File: src/rtl/cpu_defs.sv
// rtl/cpu_defs.sv - shared CPU types: virtual addresses, exception request and exception codes
package cpu_defs;

  typedef logic [31:0] virt_t;

  localparam logic [4:0] EXCCODE_INT  = 5'h00;
  localparam logic [4:0] EXCCODE_ADEL = 5'h04;
  localparam logic [4:0] EXCCODE_ADES = 5'h05;
  localparam logic [4:0] EXCCODE_SYS  = 5'h08;
  localparam logic [4:0] EXCCODE_BP   = 5'h09;
  localparam logic [4:0] EXCCODE_RI   = 5'h0A;
  localparam logic [4:0] EXCCODE_OV   = 5'h0C;

  typedef struct packed {
    logic       valid;
    logic       eret;
    logic [4:0] code;
    virt_t      pc;
    logic       delayslot;
    virt_t      except_vec;
  } except_req_t;

  // Request as held by the commit unit once accepted.
  typedef struct packed {
    logic       is_eret;
    logic [4:0] code;
    virt_t      pc;
    logic       delayslot;
    virt_t      target;
  } commit_req_t;

  // A delay-slot fault restarts at the branch, one word back (modulo 2^32).
  function automatic virt_t epc_of(virt_t pc, logic delayslot);
    return delayslot ? pc - 32'd4 : pc;
  endfunction

endpackage

File: src/rtl/int_sync.sv
// rtl/int_sync.sv - multi-bit flop-chain synchronizer, async active-low reset to 0
module int_sync #(
  parameter int WIDTH  = 1,
  parameter int STAGES = 2
) (
  input  logic             clk,
  input  logic             rst_n,
  input  logic [WIDTH-1:0] d,
  output logic [WIDTH-1:0] q
);

  logic [STAGES-1:0][WIDTH-1:0] sync_q;
  logic [STAGES-1:0][WIDTH-1:0] sync_d;

  always_comb begin
    sync_d[0] = d;
    for (int i = 1; i < STAGES; i++) begin
      sync_d[i] = sync_q[i-1];
    end
  end

  always_ff @(posedge clk or negedge rst_n) begin
    if (!rst_n) begin
      sync_q <= '0;
    end else begin
      sync_q <= sync_d;
    end
  end

  assign q = sync_q[STAGES-1];

endmodule

File: src/rtl/except_commit.sv
// rtl/except_commit.sv - commits exception/ERET side effects to CP0, flushes and redirects fetch
module except_commit
  import cpu_defs::*;
#(
  parameter int SYNC_STAGES = 2
) (
  input  logic        clk,
  input  logic        rst_n,
  input  except_req_t except_req,
  input  logic        status_exl,
  input  logic        status_erl,
  input  logic [7:0]  int_mask,
  input  logic [1:0]  sw_int,
  input  logic [5:0]  hw_int,
  input  logic        timer_int,
  output logic [7:0]  interrupt_req,
  output logic        flush,
  output logic        redirect_valid,
  output logic [31:0] redirect_pc,
  input  logic        redirect_ready,
  output logic        cp0_we,
  output logic [31:0] cp0_epc,
  output logic        cp0_bd,
  output logic [4:0]  cp0_exccode,
  output logic        cp0_upd_epc,
  output logic        cp0_set_exl,
  output logic        cp0_clr_exl,
  output logic        cp0_clr_erl,
  output logic        busy
);

  typedef enum logic [1:0] {
    ST_IDLE,
    ST_COMMIT,
    ST_REDIRECT
  } state_e;

  state_e      state_q, state_d;
  commit_req_t req_q, req_d;
  logic [7:0]  interrupt_req_q, interrupt_req_d;
  logic [5:0]  hw_sync;

  int_sync #(
    .WIDTH (6),
    .STAGES(SYNC_STAGES)
  ) u_hw_sync (
    .clk  (clk),
    .rst_n(rst_n),
    .d    (hw_int),
    .q    (hw_sync)
  );

  always_ff @(posedge clk or negedge rst_n) begin
    if (!rst_n) begin
      state_q         <= ST_IDLE;
      req_q           <= '0;
      interrupt_req_q <= '0;
    end else begin
      state_q         <= state_d;
      req_q           <= req_d;
      interrupt_req_q <= interrupt_req_d;
    end
  end

  // Requests arriving outside IDLE are stale (pipeline already flushed) and dropped.
  always_comb begin
    state_d = state_q;
    req_d   = req_q;
    unique case (state_q)
      ST_IDLE: begin
        if (except_req.valid) begin
          state_d           = ST_COMMIT;
          req_d.is_eret     = except_req.eret;
          req_d.code        = except_req.code;
          req_d.pc          = except_req.pc;
          req_d.delayslot   = except_req.delayslot;
          req_d.target      = except_req.except_vec;
        end
      end
      ST_COMMIT:   state_d = ST_REDIRECT;
      ST_REDIRECT: if (redirect_ready) state_d = ST_IDLE;
      default:     state_d = ST_IDLE;
    endcase
  end

  always_comb begin
    flush          = 1'b0;
    cp0_we         = 1'b0;
    cp0_upd_epc    = 1'b0;
    cp0_epc        = '0;
    cp0_bd         = 1'b0;
    cp0_exccode    = '0;
    cp0_set_exl    = 1'b0;
    cp0_clr_exl    = 1'b0;
    cp0_clr_erl    = 1'b0;
    redirect_valid = 1'b0;
    redirect_pc    = '0;
    if (state_q == ST_COMMIT) begin
      flush  = 1'b1;
      cp0_we = 1'b1;
      if (req_q.is_eret) begin
        cp0_clr_erl = status_erl;
        cp0_clr_exl = !status_erl;
      end else begin
        cp0_set_exl = 1'b1;
        cp0_exccode = req_q.code;
        // A nested exception keeps the original EPC/BD.
        if (!status_exl) begin
          cp0_upd_epc = 1'b1;
          cp0_epc     = epc_of(req_q.pc, req_q.delayslot);
          cp0_bd      = req_q.delayslot;
        end
      end
    end
    if (state_q == ST_REDIRECT) begin
      redirect_valid = 1'b1;
      redirect_pc    = req_q.target;
    end
  end

  assign busy = (state_q != ST_IDLE);

  always_comb begin
    interrupt_req_d = {hw_sync[5] | timer_int, hw_sync[4:0], sw_int} & int_mask;
  end

  assign interrupt_req = interrupt_req_q;

endmodule

File: config.mk
export PLATFORM = sky130hd
export DESIGN_NAME = except_commit
export DESIGN_NICKNAME = d
export VERILOG_FILES = /design/src/rtl/cpu_defs.sv /design/src/rtl/int_sync.sv /design/src/rtl/except_commit.sv
export SDC_FILE = /design/constraint.sdc
export NUM_CORES = 1
export LEC_CHECK = 0
export BUFFER_PORTS_ARGS = -buffer_cell sky130_fd_sc_hd__buf_4
export CAP_MARGIN = 20
export CORE_MARGIN = 2
export CORE_UTILIZATION = 35
export DETAILED_ROUTE_END_ITERATION = 6
export PLACE_DENSITY = 0.72
export SETUP_SLACK_MARGIN = 0.2
export SLEW_MARGIN = 20
export SYNTH_ARGS = -nofsm -noshare
export SYNTH_HDL_FRONTEND = slang
export SYNTH_SLANG_ARGS = --single-unit
File: constraint.sdc
create_clock -name clk -period 3 [get_ports clk]
set_input_delay 0.45 -clock clk [delete_from_list [all_inputs] [get_ports clk]]
set_output_delay 0.45 -clock clk [all_outputs]
set_load 0.01 [all_outputs]
==> run metrics <==
status finished clean; leading area contributor after synthesis dfrtp_1; worst slew pin tran around 0.57 ns; clk buf depth 2; Critical Path Source Type flip-flop; cells after synthesis around 370; share of post-route cells with drive strength above 1 a little under three fifths; TritonRoute pass-1 iters 4; root buffer cell clkbuf_16; Post-synth top cells dfrtp_1 (93), mux2_2 (68), and2_1 (47), nor2_1 (14), or3_1 (14); per-cell routed wire length between 15 and 20 um; clk sinks 93; max_cap viols 0; CTS tree built; Post-synth EDFFs 0; setup tns final 0 ns; crit path cell chain or4_4 > buf_6 > or3_4 > or4_1 > a21oi_1 > buf_4; clock latency on the worst-skew pair 0.35 ns; post-route setup slack about 0.10 ns; Clock Skew 0.007674 ns; post-placement cell area 5914 um^2; vias in the first global route roughly 3,600; fin crit period 2.895 ns; endpoints failing setup 0; fmax 0.3454 GHz; Yosys top cell area share 53.39%; Syn Nets 468; Critical Path End Type output pin; CTS clock-pin slew for the worst setup and hold paths approximately 0.07 ns; Core Footprint between 10,000 and 15,000 um^2; synth top area cells dfrtp_1 (53%), mux2_2 (18%), and2_1 (6.7%); crit path max fanout 4; sequential area share after synthesis 53.39%; # IOs 180; Iteration-0 DRC Markers ~260; dpl cells 706; count leader, synth dfrtp_1; pre-CTS setup slack around 0.38 ns; Port Buffers 179; die area ~13,000 um^2; drt drc 0; Async SR Flop Fraction 100.0%; Crit-path slowest cell or4_4; Design Area, Final 6563 um^2; antenna cells 0; Slew HR between 60% and 70%; GRT Total Usage between 15 and 20%; num rows 40; final slew viol count 0; Seq cells post-synth between 90 and 100; first-pass GRT wire length 17,670 um; remaining global-route overflow 0; Initial Util 36.14%; filler instances 1,027; CTS Buf Count 9; CP required ~2.6 ns; via count around 3,600; dpl hpwl approximately 8000 um; final core utilization a little over half; total routed wirelength between 10,000 and 15,000 um; peak supply drop 0.3799 mV; H-tree depth 3; CP arrival 2.45 ns; Final GP Congestion roughly 0.78; Hold Fails Final Rpt 0; syn_area_per_cell 11.69 um^2; Die W 115.6 um; Die H ~120 um; Leak Pwr just under 0.003 uW; Synth Warn # 0; CP max stage delay approximately 0.55 ns; drt via density a little under 5; Final period util 96.50%; ratio of total power to cell area 847.4 nW/um^2; Cell Count, Final, Fillers Out 740; post-synthesis instance area between 4000 and 5000 um^2; initial antenna violation count 0; nets about 660; worst setup path class flip-flop to output pin; Hold/Removal Path Class input port to async pin; Netlist cell types 38; largest net degree at the start of global routing 76; RSZ-0062 raised after global routing true; antenna viol nets, final 0; Synth-to-Final Area Change 50.55%; ys flop type dfrtp_1
path summary, 6_finish.rpt:
| kind | slack (ns) | from | depth (start not counted) | endpoint |
|---|---|---|---|---|
| worst max-delay path | 0.10 | req_q[51]$_DFFE_PN0P_ | 6 | cp0_epc[24] |
| worst min-delay path | 0.08 | rst_n | 1 | req_q[57]$_DFFE_PN0P_ |
| worst max register to register | 1.25 | state_q[1]$_DFFE_PN0P_ | 4 | req_q[37]$_DFFE_PN0P_ |
| worst min register to register | 0.35 | u_hw_sync.sync_d[6]$_DFF_PN0_ | 0 | u_hw_sync.q[0]$_DFF_PN0_ |
| max in group asynchronous | 2.23 | rst_n | 2 | req_q[25]$_DFFE_PN0P_ |
| min in group clk | 0.20 | hw_int[0] | 1 | u_hw_sync.sync_d[6]$_DFF_PN0_ |
registers in the layout (all words and copies together) (netlist names):
register          count
state_q               2
u_hw_sync.sync_d      6
req_q                71
u_hw_sync.q           6
interrupt_req         8
worst max-delay path: cells and delay by family (launching register included):
kind	cells	cell delay, ns
flops	1	0.39
compound gates	1	0.13
simple gates	3	1.30
buf+inv	2	0.27
where the power goes:
part | switching, uW | internal [uW] | leakage, uW
sequential | 485 | 1770 | 0.00109
clock | 556 | 593 | 0.000149
combinational | 898 | 1260 | 0.00170
cells in the final DEF (no fill, tap or decap), types with 3 or more instances in the layout:
cell       synthesis  layout
o21ai_0           10      10
buf_4              1     202
or3_1             14       9
or3_4              0       5
dfrtp_2            0       3
nand2_1           10      10
clkbuf_16          0       9
nand4_1            4       4
mux2_2            68      68
nor3_2             0       3
nor4_1             8       5
nor2_1            14      13
nor4_4             0       3
and2_1            47      47
xor2_1             3       3
a21oi_1           12       9
inv_8              0       3
a21oi_2            0       3
dfrtp_1           93      90
mux2i_1            3       3
or2_2              4       4
inv_1              6       3
or4_1              8       6
nand2b_1           8       8
nor3_1             7       4
xnor2_1            8       8
cells by family after synthesis:
kind of cell	after synthesis	synth area share, %
compound gates	35	4.966
xor+xnor	11	2.210
fa+ha+maj	1	0.2870
buf+inv	29	2.784
flops	93	53.39
mux	71	18.25
simple gates	133	18.11
per-stage QoR:
stage          power [uW]  hold slack [ns]
2_1_floorplan        3328           0.1544
3_5_place_dp         4130           0.3347
6_report             5561          0.08032
5_1_grt              5905           0.1118
4_1_cts              5436          0.09768
3_3_place_gp         4043           0.3333
layer usage:
metal / track usage (%) / up-vias / share of wire [%]
li1: - / 1699 / -
met1: 20.35 / 1756 / 40
met2: 29.08 / 145 / 50
met3: 4.655 / 13 / 7.9
met4: 7.470 / 0 / 1.7
met5: 0 / - / 0
final cells by class:
type / count / area, um^2 / share of cell area (%)
Clock buffer: 9 / 225.2 / 3.432
Sequential cell: 93 / 2331 / 35.52
Multi-Input combinational cell: 251 / 2115 / 32.22
Inverter: 6 / 26.28 / 0.4004
Clock inverter: 7 / 76.32 / 1.163
Tap cell: 168 / 210.2 / 3.203
Timing Repair Buffer: 206 / 1579 / 24.06
repair_timing:
item,in CTS,in global routing
hold endpoints to repair,0,0
gates resized for setup,22,21
pin swaps,6,3
setup buffers,10,8
hold buffers,0,0
endpoints found under the setup margin,14,16
(Power assumes the default switching activity.)
